## src/rtl/bus_slave_ctrl.sv

```systemverilog
// Bus slave access sequencer: decodes one of 8 slaves from the top address bits,
// runs a chip-select/strobe access with a ready timeout, and returns a one-cycle response.
module bus_slave_ctrl #(
   parameter int          ADDR_W   = 30,
   parameter int          DATA_W   = 32,
   parameter logic [7:0]  SLAVE_EN = 8'hFF,
   parameter int          TIMEOUT  = 255,
   parameter int          CNT_W    = 8
) (
   input  logic                  clk,
   input  logic                  rest,
   input  logic                  req_valid,
   input  logic                  req_rw,
   input  logic [ADDR_W-1:0]     req_addr,
   input  logic [DATA_W-1:0]     req_wdata,
   output logic                  busy,
   output logic [7:0]            s_cs,
   output logic                  s_as,
   output logic                  s_rw,
   output logic [ADDR_W-1:0]     s_addr,
   output logic [DATA_W-1:0]     s_wdata,
   input  logic [7:0]            s_rdy,
   input  logic [8*DATA_W-1:0]   s_rdata,
   output logic                  rsp_rdy,
   output logic                  rsp_err,
   output logic [DATA_W-1:0]     rsp_rdata
);

   // state    | meaning
   // S_IDLE   | waiting for req_valid
   // S_ACCESS | chip select + strobe driven, waiting for ready or timeout
   // S_NOMAP  | unmapped slave: one busy cycle with no chip select, then error
   // S_RESP   | one-cycle response pulse
   typedef enum logic [1:0] {S_IDLE, S_ACCESS, S_NOMAP, S_RESP} state_t;

   state_t              state_q, state_d;
   logic [CNT_W-1:0]    cnt_q, cnt_d;
   logic [2:0]          idx_q, idx_d;
   logic                rw_q, rw_d;
   logic [ADDR_W-1:0]   addr_q, addr_d;
   logic [DATA_W-1:0]   wdata_q, wdata_d;
   logic                err_q, err_d;
   logic [DATA_W-1:0]   rdata_q, rdata_d;
   logic [2:0]          req_idx;

   assign req_idx = req_addr[ADDR_W-1 -: 3];

   always_ff @(posedge clk or negedge rest) begin
      if (!rest) begin
         state_q <= S_IDLE;
         cnt_q   <= '0;
         idx_q   <= '0;
         rw_q    <= 1'b0;
         addr_q  <= '0;
         wdata_q <= '0;
         err_q   <= 1'b0;
         rdata_q <= '0;
      end else begin
         state_q <= state_d;
         cnt_q   <= cnt_d;
         idx_q   <= idx_d;
         rw_q    <= rw_d;
         addr_q  <= addr_d;
         wdata_q <= wdata_d;
         err_q   <= err_d;
         rdata_q <= rdata_d;
      end
   end

   always_comb begin
      state_d = state_q;
      cnt_d   = cnt_q;
      idx_d   = idx_q;
      rw_d    = rw_q;
      addr_d  = addr_q;
      wdata_d = wdata_q;
      err_d   = err_q;
      rdata_d = rdata_q;
      case (state_q)
         S_IDLE: begin
            if (req_valid) begin
               rw_d    = req_rw;
               addr_d  = req_addr;
               wdata_d = req_wdata;
               idx_d   = req_idx;
               cnt_d   = '0;
               state_d = SLAVE_EN[req_idx] ? S_ACCESS : S_NOMAP;
            end
         end
         S_ACCESS: begin
            // ready is checked first so it wins over a same-cycle timeout
            if (s_rdy[idx_q]) begin
               rdata_d = rw_q ? '0 : s_rdata[int'(idx_q)*DATA_W +: DATA_W];
               err_d   = 1'b0;
               state_d = S_RESP;
            end else if (cnt_q == CNT_W'(TIMEOUT-1)) begin
               rdata_d = '0;
               err_d   = 1'b1;
               state_d = S_RESP;
            end else begin
               cnt_d = cnt_q + CNT_W'(1);
            end
         end
         S_NOMAP: begin
            rdata_d = '0;
            err_d   = 1'b1;
            state_d = S_RESP;
         end
         default: state_d = S_IDLE;
      endcase
   end

   always_comb begin
      busy      = (state_q != S_IDLE);
      s_cs      = '0;
      s_as      = 1'b0;
      s_rw      = 1'b0;
      s_addr    = '0;
      s_wdata   = '0;
      rsp_rdy   = 1'b0;
      rsp_err   = 1'b0;
      rsp_rdata = '0;
      if (state_q == S_ACCESS) begin
         s_cs    = 8'(1) << idx_q;
         s_as    = 1'b1;
         s_rw    = rw_q;
         s_addr  = addr_q;
         s_wdata = rw_q ? wdata_q : '0;
      end
      if (state_q == S_RESP) begin
         rsp_rdy   = 1'b1;
         rsp_err   = err_q;
         rsp_rdata = rdata_q;
      end
   end

endmodule

```

## config.mk

```make
export PLATFORM = sky130hd
export DESIGN_NAME = bus_slave_ctrl
export DESIGN_NICKNAME = d
export VERILOG_FILES = /design/src/rtl/bus_slave_ctrl.sv
export SDC_FILE = /design/constraint.sdc
export NUM_CORES = 1
export LEC_CHECK = 0
export BUFFER_PORTS_ARGS = -buffer_cell sky130_fd_sc_hd__buf_2
export CAP_MARGIN = 20
export CELL_PAD_IN_SITES_DETAIL_PLACEMENT = 1
export CELL_PAD_IN_SITES_GLOBAL_PLACEMENT = 2
export CORE_ASPECT_RATIO = 1.2
export CORE_UTILIZATION = 25
export CTS_CLUSTER_DIAMETER = 120
export DETAILED_ROUTE_END_ITERATION = 16
export PLACE_DENSITY = 0.85
export RECOVER_POWER = 25
export SLEW_MARGIN = 20
export SYNTH_ARGS = -nofsm -noshare
export SYNTH_HDL_FRONTEND = slang
export SYNTH_SLANG_ARGS = --single-unit
```

## constraint.sdc

```tcl
create_clock -name clk -period 2.6 [get_ports clk]
set_input_delay 0.13 -clock clk [delete_from_list [all_inputs] [get_ports clk]]
set_output_delay 0.13 -clock clk [all_outputs]
set_load 0.1 [all_outputs]
```

* Yosys cells after proc, flatten, opt, wreduce, memory -nomap -nowiden
Memories as Yosys holds them, arrays and structs flattened.
Index checks and enable logic that the tools add are counted.
** Storage, ports and cells
- Register bits after elaboration :: 109
- ROM bits :: 8
- Bits of input ports :: 330
- Output and inout bits :: 107
- Logic and storage cells :: 58
- Memories :: 1
** Operators by class
- $add $sub $neg :: 1
- Order comparisons :: 2
- Eq/ne operators :: 8
- Shifts and indexed selects :: 2
- Mux-type cells :: 28
- Reductions and logical operators :: 8
** Memories
- (name not given) :: words 8, bits a word 1, rd ports 1, clocked after memory_dff 0, write ports 0, line 87 : state_d = SLAVE_EN[req_idx] ? S_ACCESS : S_NOMAP;
** Operators by type and width (count)
- $shiftx 256x9->32 :: 1
- $mux 32 :: 6
- $pmux 32 s2 :: 1
- $mux 8 :: 4
- $mux 30 :: 1
- $pmux 8 s2 :: 1
- $add 8x1->8 const B :: 1
- $eq 8x8->1 const B :: 1
- $lt 3x4->1 const B :: 2
- $mux 1 :: 8
- $mux 2 :: 4
- $shl 1x3->8 const A :: 1
- $ne 2x2->1 const B :: 3
- $pmux 2 s3 :: 1
- $reduce_and 2->1 :: 3
- $reduce_bool 2->1 :: 3
- $eq 2x2->1 const B :: 2
- $reduce_and 4->1 :: 1
- $bmux 1 s3 :: 1
- $ne 3x3->1 const B :: 1
- $eq 2x1->1 const B :: 1
- $logic_not 2->1 :: 1
- $pmux 1 s2 :: 1

* Depth between registers and ports, before layout
Gate-level depths: netlist of run 1.
- Word-level depth :: 5
- Depth in mapped cells :: 8
- Mapped depth without buffers :: 7

* Worst setup path after synthesis of run 1
Ideal clock, no wire load.
- Path kind :: register -> output
- Start point :: reg state_q[1]
- End point :: out s_cs[5]
- Arrival :: 4.031 ns
- Required time :: 2.470 ns
- Setup slack :: -1.561 ns
- Cell stages (with the launch flop) :: 6
- Path through :: dfrtp_1 inv_1 ha_1 clkbuf_1 nand2_1 nor3b_1
** Between the ends
- Word-level cells in the longest chain between the ends :: 2
** RTL lines
- start, declared :: line 36 : state_t state_q, state_d;
- start signal, assigned :: line 59 : state_q <= state_d;
- $eq 2x1->1 :: line 123 : if (state_q == S_ACCESS) begin
- $mux 8 :: line 123
- end, declared :: line 17 : output logic [7:0] s_cs,
No other way between the ends.

* Worst setup path in the final report of run 1
- Start point :: reg state_q[1]
- End point :: out s_wdata[6]
** Between the ends
- Word-level cells in the longest chain between the ends :: 2
** RTL lines
- $eq 2x1->1 :: line 123
- $mux 32 :: line 123
- end, declared :: line 21 : output logic [DATA_W-1:0] s_wdata,
No other way between the ends.

==> results of run 1 <==
## kinds of logic (layout without fill, tap and decap cells)
logic type	Yosys count	in the layout	share of synthesized area, %
mux	167	167	35.6
fa+ha+maj	6	6	1.04
simple gates	190	190	16.8
compound gates	57	57	5.76
buf+inv	60	528	3.88
flops	106	106	36.9
## power by group through the flow
| stage | registers [W] | clock network, W | logic, W |
|---|---|---|---|
| after global routing | 0.00296 | 0.00156 | 0.0119 |
| after global placement | 0.00281 | 0 | 0.0112 |
| after detailed placement | 0.00287 | 0 | 0.0114 |
| after CTS | 0.00284 | 0.00150 | 0.0115 |
| final | 0.00286 | 0.00145 | 0.0114 |
| after floorplan | 0.00258 | 0 | 0.00799 |
## metal layers
metal,vias up,GRT usage [%],wire length (µm)
li1,3116,-,-
met5,-,0,27
met1,3497,24.7,12500
met2,327,40.7,16800
met4,4,5.58,497
met3,31,6.40,2630
## worst max-delay path, cell delays in order, from the launching register on
cell     delay [ps]
dfrtp_1         410
inv_1            90
ha_2            460
buf_4           370
and3_1          270
buf_12          190
## cells in the mapped netlist (3+ instances only)
cell type  number  share of area (%)
clkbuf_1       26                1.4
buf_2          16                1.1
nor3_2         28                3.9
a21o_1         32                3.3
o211ai_1        3               0.31
inv_1           7               0.37
mux2i_1        36                5.0
nor2_1         14               0.73
nand2_1        12               0.63
and3_1         35                3.0
ha_1            6                1.0
buf_1           6               0.31
nor3_1         14               0.97
dfrtp_1       106                 37
nand3_1         7               0.49
a21oi_1         5               0.35
nand2b_1        4               0.35
nand4_1         6               0.52
and2_1         63                5.5
o21ai_0         8               0.56
mux2_2         66                 10
buf_6           4               0.63
mux4_2         64                 20
## final timing paths
| kind | endpoint | depth (start not counted) |
|---|---|---|
| worst min-delay path | wdata_q[1] | 2 |
| max in group asynchronous | wdata_q[6] | 3 |
| worst min register to register | rdata_q[15] | 1 |
| worst max-delay path | s_wdata[6] | 5 |
| min in group asynchronous | wdata_q[18] | 2 |
| worst max register to register | rdata_q[26] | 5 |
## layout by cell type, fill, tap and decap left out, drive strengths merged
cell	synthesis	layout
clkbuf	26	14
nand4	6	6
o22ai	2	2
nor3b	2	2
inv	7	9
o21ai	10	10
nor3	42	42
a21o	32	32
o41a	1	1
dfrtp	106	106
mux4	64	64
ha	6	6
and3	35	35
or4	1	1
clkinv	0	1
buf	27	451
a21oi	5	5
a31o	1	1
o21a	1	1
nor2	14	14
mux2	67	67
nand2	12	12
bufinv	0	1
or2	2	2
o211ai	3	3
nand2b	4	4
o2bb2ai	1	1
or3	2	2
mux2i	36	36
and2	63	63
nand3	7	7
a211oi	1	1
dlygate4sd3	0	52
## cell type report
type | instances | area (µm²) | share of cell area [%]
Sequential cell | 106 | 2660 | 22.2
Clock buffer | 12 | 236 | 1.98
Inverter | 7 | 26.3 | 0.219
Clock inverter | 4 | 52.6 | 0.439
Timing Repair Buffer | 505 | 4170 | 34.8
Multi-Input combinational cell | 420 | 4350 | 36.4
Tap cell | 379 | 474 | 3.96
## flip-flops by register name, summed over array words and instances (netlist names)
| signal | cells |
|---|---|
| addr_q | 27 |
| wdata_q | 32 |
| err_q | 1 |
| state_q | 2 |
| rdata_q | 32 |
| idx_q | 3 |
| rw_q | 1 |
| cnt_q | 8 |
## through the flow
stage	power, W	hold WS, ps	TNS [ps]	setup slack [ps]	cell area, µm²
after floorplan	0.0106	-166	-1390	-307	7270
after global placement	0.0140	153	0	414	11200
after detailed placement	0.0143	156	0	293	11200
after CTS	0.0158	0.794	0	271	12000
after global routing	0.0164	0.686	0	126	12000
final	0.0157	14.0	0	304	12000
==> results_dict.tcl, run 1 <==
set metrics [dict create \
    status "complete, no violations" \
    synth_flop_cell "dfrtp_1" \
    crit_path_end_kind "output pin" \
    die_width_um 157 \
    antenna_cells 0 \
    die_y_um 188 \
    swShare_pct 52.3 \
    drt_iter0_markers 221 \
    postSynthCellCount 586 \
    ys_async_sr_fraction_pct 100 \
    path_max_fanout 33 \
    required_ps 2470 \
    h-tree-depth 3 \
    cts.clk_slew.worst_paths_ps 80 \
    maxSlewViolCount 0 \
    p_switching_w 0.00820 \
    grt_pass1_wl_um 48300 \
    coreArea_um2 28100 \
    comb_power_share_pct 72.5 \
    antenna_found_initial 4 \
    grt_max_degree 63 \
    first_global_vias 7937 \
    cts.sinks 106 \
    final_hold_viol_count 0 \
    clockPowerShare_pct 9.2 \
    syn_nets 922 \
    startpoint "state_q[1]" \
    drive_gt1_share_pct 64.8 \
    drc_errors 0 \
    cts_tree "built" \
    fin_worst_skew_ps 11.7 \
    synth_edf_count 0 \
    cp-start-kind "flip-flop" \
    cts_max_path_buffers 2 \
    vdd_ir_drop_max_mv 0.822 \
    avgSynthCellArea_um2 12.3 \
    powerDensity_nw_per_um2 1310 \
    initial_utilization_pct 25.6 \
    r2r_start "idx_q[0]" \
    wl_per_cell_um 22.6 \
    reg2reg_setup_slack_ps 360 \
    ys_types 38 \
    postCtsHoldBufs 52 \
    cts_resized 0 \
    min_period_over_period_pct 88.3 \
    cts_setup_buffers 0 \
    io_buffers 436 \
    via_per_inst 4.87 \
    fmax_mhz 436 \
    tightest_slew_ps 1020 \
    dp_hpwl_um 24400 \
    grt_overflow_total 0 \
    fp-row-count 67 \
    synth_area_um2 7190 \
    final_cells 1433 \
    final_core_util_pct 42.6 \
    vias 6975 \
    slew_headroom_pct 32.0 \
    die_area_um2 29400 \
    cts-root-buf "clkbuf_16" \
    area_growth_pct 66.6 \
    drtPass1Iterations 4 \
    gp_congestion 0.914 \
    p_leak_nw 5.77 \
    routed_wl_um 32400 \
    ant_nets 0 \
    yosys_register_bits 106 \
    post-route-min-period_ps 2300 \
    drv_cap 0 \
    finalNetCount 1385 \
    synth.yosys.seq_area_share_pct 36.9 \
    p_int_w 0.00749 \
    p_seq_share_pct 18.3 \
    fillCellCount 3043 \
    critical_path_class "flip-flop to output pin" \
    ios 437 \
    dp_cells 1365 \
    clkLatencyLatePin_ps 360 \
    hold_path.startpoint "req_wdata[1]" \
    numCtsBuffers 9 \
    yosysWarningCount 0 \
    rsz0062_at_grt "no" \
    grt_usage_pct 22.2 \
    arrival_ps 2170 \
    finalSetupViolCount 0 \
    hold_path.class "input pin to flip-flop" \
]
No activity file was read; power rests on OpenSTA's default activity.
==> run 2: changes to the inputs <==
- CORE_ASPECT_RATIO: 1.2 -> not set
- CORE_UTILIZATION: 25 -> 26
- PLACE_DENSITY: 0.85 -> 0.87
- REMOVE_ABC_BUFFERS: not set -> 1
==> run 2 against run 1 <==
Core utilization shrank 3.2 points; hold slack better by 2.1 ps; final cell count decreased by 1.5%; critical path depth grew 1; sequential power barely moved; clock skew grew 2.3 ps.
==> results_dict.tcl, run 2 (synthesized netlist as in run 1, its figures left out) <==
set metrics [dict create \
    drt_iter0_markers 304 \
    die_area_um2 28300 \
    cp-start-kind "flip-flop" \
    slew_headroom_pct 13.0 \
    finalNetCount 1389 \
    ant_nets 0 \
    drive_gt1_share_pct 60.7 \
    r2r_cells 5 \
    required_ps 2470 \
    r2r-end "rdata_q[28]" \
    cts.clk_slew.worst_paths_ps 80 \
    post-route-min-period_ps 2380 \
    maxSlewViolCount 0 \
    r2r_start "idx_q[0]" \
    fmax_mhz 420 \
    cts-root-buf "clkbuf_16" \
    coreArea_um2 27000 \
    fin_worst_skew_ps 13.9 \
    powerDensity_nw_per_um2 1310 \
    numCtsBuffers 9 \
    p_leak_nw 5.52 \
    wl_per_cell_um 21.1 \
    mostFrequentLayoutCell "buf_2" \
    cts_resized 0 \
    gp_congestion 0.873 \
    die_width_um 168 \
    die_y_um 168 \
    critical_path_class "flip-flop to output pin" \
    final_core_util_pct 39.5 \
    final_cells 1411 \
    grt_pass1_wl_um 44800 \
    drv_cap 0 \
    crit_path_end_kind "output pin" \
    layout_common_cells "buf_2, dfrtp_1, mux2_2" \
    area_growth_pct 48.4 \
    status "complete, no violations" \
    reg2reg_setup_slack_ps 440 \
    final_hold_viol_count 0 \
    cts.sinks 106 \
    h-tree-depth 3 \
    clkLatencyLatePin_ps 360 \
    grt_usage_pct 20.8 \
    vdd_ir_drop_max_mv 0.493 \
    endpoint "s_cs[7]" \
    vias 6969 \
    via_per_inst 4.94 \
    startpoint "state_q[1]" \
    cts_tree "built" \
    routed_wl_um 29800 \
    largest_registers "rdata_q (32), wdata_q (32), addr_q (27)" \
    antenna_found_initial 17 \
    ios 437 \
    first_global_vias 7770 \
    initial_utilization_pct 26.6 \
    grt_max_degree 58 \
    rsz0062_at_grt "no" \
    dp_cells 1330 \
    grt_overflow_total 0 \
    cts_max_path_buffers 2 \
    finalSetupViolCount 0 \
    min_period_over_period_pct 91.6 \
    hold_path.class "input pin to flip-flop" \
    arrival_ps 2250 \
    fp-row-count 60 \
    drtPass1Iterations 4 \
    drc_errors 0 \
    io_buffers 436 \
    tightest_slew_ps 1300 \
    dp_hpwl_um 22600 \
    path_max_fanout 21 \
]
==> run 2: cell count changes in the layout (fill, tap and decap cells not counted), sizes merged <==
cell,change
buf,+3
bufinv,-1
clkbuf,-3
clkinv,+3
diode,+12
dlygate4sd3,+1
inv,+1
==> run 2: worst min path at each step <==
| stage | startpoint | to | slack (ps) | cells after the start |
|---|---|---|---|---|
| after floorplan | rest | addr_q[0] | -170 | 0 |
| after global placement | rest | wdata_q[2] | 200 | 1 |
| after detailed placement | rest | addr_q[8] | 210 | 1 |
| after CTS | req_addr[14] | addr_q[14] | 0.4 | 2 |
| after global routing | req_addr[26] | addr_q[26] | 6 | 2 |
| final | req_addr[23] | addr_q[23] | 20 | 2 |
==> run 2: power by group <==
part	switching, W	internal, W
combinational	0.00652	0.00313
clock	0.000750	0.000681
sequential	0.000555	0.00233
==> run 2: worst max-delay path: stages, from the launching register on <==
cell,delay [ps]
dfrtp_1,420
inv_1,90
ha_2,500
nand2_1,200
inv_1,110
and3_1,150
buf_2,420
==> run 2: per-layer routing <==
layer | GRT usage (%) | vias up | routed length (µm)
met3 | 5.78 | 54 | 2090
met1 | 23.5 | 3479 | 11500
met2 | 37.2 | 288 | 15300
met5 | 0 | - | 65
met4 | 7.83 | 10 | 815
li1 | - | 3138 | -
==> run 2: area by class of cell <==
class                   count  area [µm²]
multi-input cells         420        4270
flip-flops and latches    106        2660
well taps                 341         427
diodes                     12        30.0
clock inverters             7        72.6
clock buffers               9         225
fillers                  3123       16400
repair buffers            509        2950
inverters                   7        26.3
==> run 2: timing repair <==
item / in CTS / in global routing
setup buffers: 0 / 0
endpoints found under the hold margin: 95 / 0
hold buffers: 53 / 0
==> run 2: through the flow <==
stage | power, W | cell area [µm²] | hold WS, ps | setup TNS [ps] | setup slack, ps
floorplan | 0.0103 | 6930 | -166 | -153070 | -2660
global placement | 0.0124 | 9810 | 205 | 0 | 461
detailed placement | 0.0126 | 9810 | 212 | 0 | 412
CTS | 0.0141 | 10600 | 0.379 | 0 | 155
global route | 0.0147 | 10700 | 5.91 | 0 | 8.47
finish | 0.0140 | 10700 | 16.2 | 0 | 218
==> run 3: changes to the inputs <==
- BUFFER_PORTS_ARGS: -buffer_cell sky130_fd_sc_hd__buf_2 -> not set
- CORE_AREA: not set -> 2 2 168 170
- CORE_UTILIZATION: 26 -> not set
- DIE_AREA: not set -> 0 0 170 172
- DONT_BUFFER_PORTS: not set -> 1
- PLACE_DENSITY: 0.87 -> 0.65
- SLEW_MARGIN: 20 -> not set
==> run 3 against run 2 <==
The flow now finishes with violations (max-capacitance violations, max-slew violations); final cell count decreased by 23%; fmax grew 1.4%; first-iteration DRC count decreased by 1.6%.
==> results_dict.tcl, run 3 (synthesized netlist as in run 1, its figures left out) <==
set metrics [dict create \
    cts.sinks 106 \
    critical_path_class "flip-flop to output pin" \
    cts.clk_slew.worst_paths_ps 80 \
    reg2reg_setup_slack_ps 500 \
    die_width_um 170 \
    endpoint "s_wdata[27]" \
    arrival_ps 2220 \
    hold_path.class "input pin to flip-flop" \
    dp_cells 997 \
    maxSlewViolCount 107 \
    grt_max_degree 107 \
    grt_overflow_total 0 \
    worst_slack_ps 251 \
    numCtsBuffers 9 \
    grt_usage_pct 18.5 \
    fillCellCount 2954 \
    dp_slack_ps 480 \
    drv_cap 1 \
    min_period_over_period_pct 90.3 \
    gp_congestion 0.909 \
    path_cells "inv_1 > ha_4 > buf_12 > and3_1 > buf_4" \
    fp-row-count 61 \
    die_area_um2 29200 \
    status "complete, but fails checks" \
    die_y_um 172 \
    tightest_slew_ps 1560 \
    via_per_inst 5.21 \
    path_max_fanout 57 \
    dp_hpwl_um 20900 \
    initial_utilization_pct 26.2 \
    grt_pass1_wl_um 40300 \
    slew_headroom_pct -4.17 \
    clkLatencyLatePin_ps 350 \
    cp_top_family "buffers and inverters" \
    design_area_um2 9460 \
    largest_registers "rdata_q (32), wdata_q (32), addr_q (27)" \
    p_leak_nw 4.26 \
    drtPass1Iterations 4 \
    drc_errors 0 \
    finalNetCount 1063 \
    critPathBufInv 3 \
    setup_tns_ps 0 \
    wl_per_cell_um 25.7 \
    area_growth_pct 31.7 \
    multiInputGateArea_um2 4320 \
    placed_area_um2 8500 \
    post-route-min-period_ps 2350 \
    io_buffers 0 \
    coreArea_um2 27500 \
    r2r-end "cnt_q[3]" \
    cts_setup_buffers 0 \
    vias 5672 \
    ant_nets 0 \
    cts_max_path_buffers 2 \
    h-tree-depth 3 \
    startpoint "state_q[1]" \
    final_cells 1089 \
    r2r_start "idx_q[0]" \
    ios 437 \
    cp_slowest_stage_delay_ps 420 \
    fmax_mhz 426 \
    cp-start-kind "flip-flop" \
    mostFrequentLayoutCell "buf_4" \
    crit_path_end_kind "output pin" \
    cts-root-buf "clkbuf_16" \
    required_ps 2470 \
    violations "max-capacitance violations, max-slew violations" \
    critical-path-slowest-cell "dfrtp_1" \
    finalSetupViolCount 0 \
    layout_common_cells "buf_4, dfrtp_1, mux2_2" \
    final_hold_viol_count 0 \
    total_power_w 0.0141 \
    cp_num_cells 5 \
    antenna_found_initial 20 \
    r2r_cells 5 \
    routed_wl_um 28000 \
    vdd_ir_drop_max_mv 0.576 \
    final-seq-area_um2 2660 \
    fin_worst_skew_ps 10.9 \
    drt_iter0_markers 299 \
    first_global_vias 6379 \
    drive_gt1_share_pct 42.8 \
    rsz0062_at_grt "no" \
    powerDensity_nw_per_um2 1490 \
    cts_tree "built" \
]
run 3: changes by cell type in the layout (fill, tap and decap cells not counted), sizes merged:
cell / before / now
clkbuf: 11 / 16
buf: 454 / 113
diode: 12 / 11
clkinv: 4 / 1
clkinvlp: 0 / 2
dlygate4sd3: 53 / 64
run 3: worst min-delay path by stage:
stage                     slack, ps     endpoint  startpoint  depth (start not counted)
after floorplan                -170    addr_q[0]        rest                          0
after global placement         -160  wdata_q[31]        rest                          0
after detailed placement       -160  wdata_q[31]        rest                          0
after CTS                      -570  wdata_q[31]        rest                          0
after global routing            120     cnt_q[3]   req_valid                          3
final                           110     cnt_q[1]   req_valid                          3
run 3: what timing repair did:
| item | in CTS | in global routing |
|---|---|---|
| hold endpoints to repair | 169 | 106 |
| hold buffers | 63 | 2 |
| resized for setup | 0 | 0 |
run 3: layer usage:
metal  GRT usage, %  vias to the layer above  wire length [µm]
li1               -                     2484                 -
met1           19.5                     2853             10100
met2           33.7                      285             14700
met3           7.05                       38              2570
met4           6.69                       12               531
met5              0                        -                74
run 3: per-stage QoR:
stage                     utilization (%)  hold WS [ps]
after global placement               30.9          -163
after global routing                 34.4           124
final                                34.4           113
after detailed placement             30.9          -163
after CTS                            34.3          -566
after floorplan                         -          -166
run 3: worst reg2reg max path, cell delays in order (launching register included):
cell	delay, ps
dfrtp_4	490
mux2_2	370
o2bb2ai_2	180
o21ai_1	310
or4_1	600
nand3_1	100
run 3: cell type report:
type	instances	share of cell area, %
diodes	11	0.291
flip-flops and latches	106	28.1
clock inverters	6	0.635
inverters	7	0.278
multi-input cells	420	45.6
clock buffers	10	2.42
repair buffers	183	18.1
well taps	346	4.57
run 3: power by group:
group          switching, W  leakage, nW  total [W]  internal (W)
clock network      0.000722        0.134    0.00140      0.000676
registers          0.000488         1.32    0.00282       0.00234
logic               0.00657         2.80    0.00984       0.00327
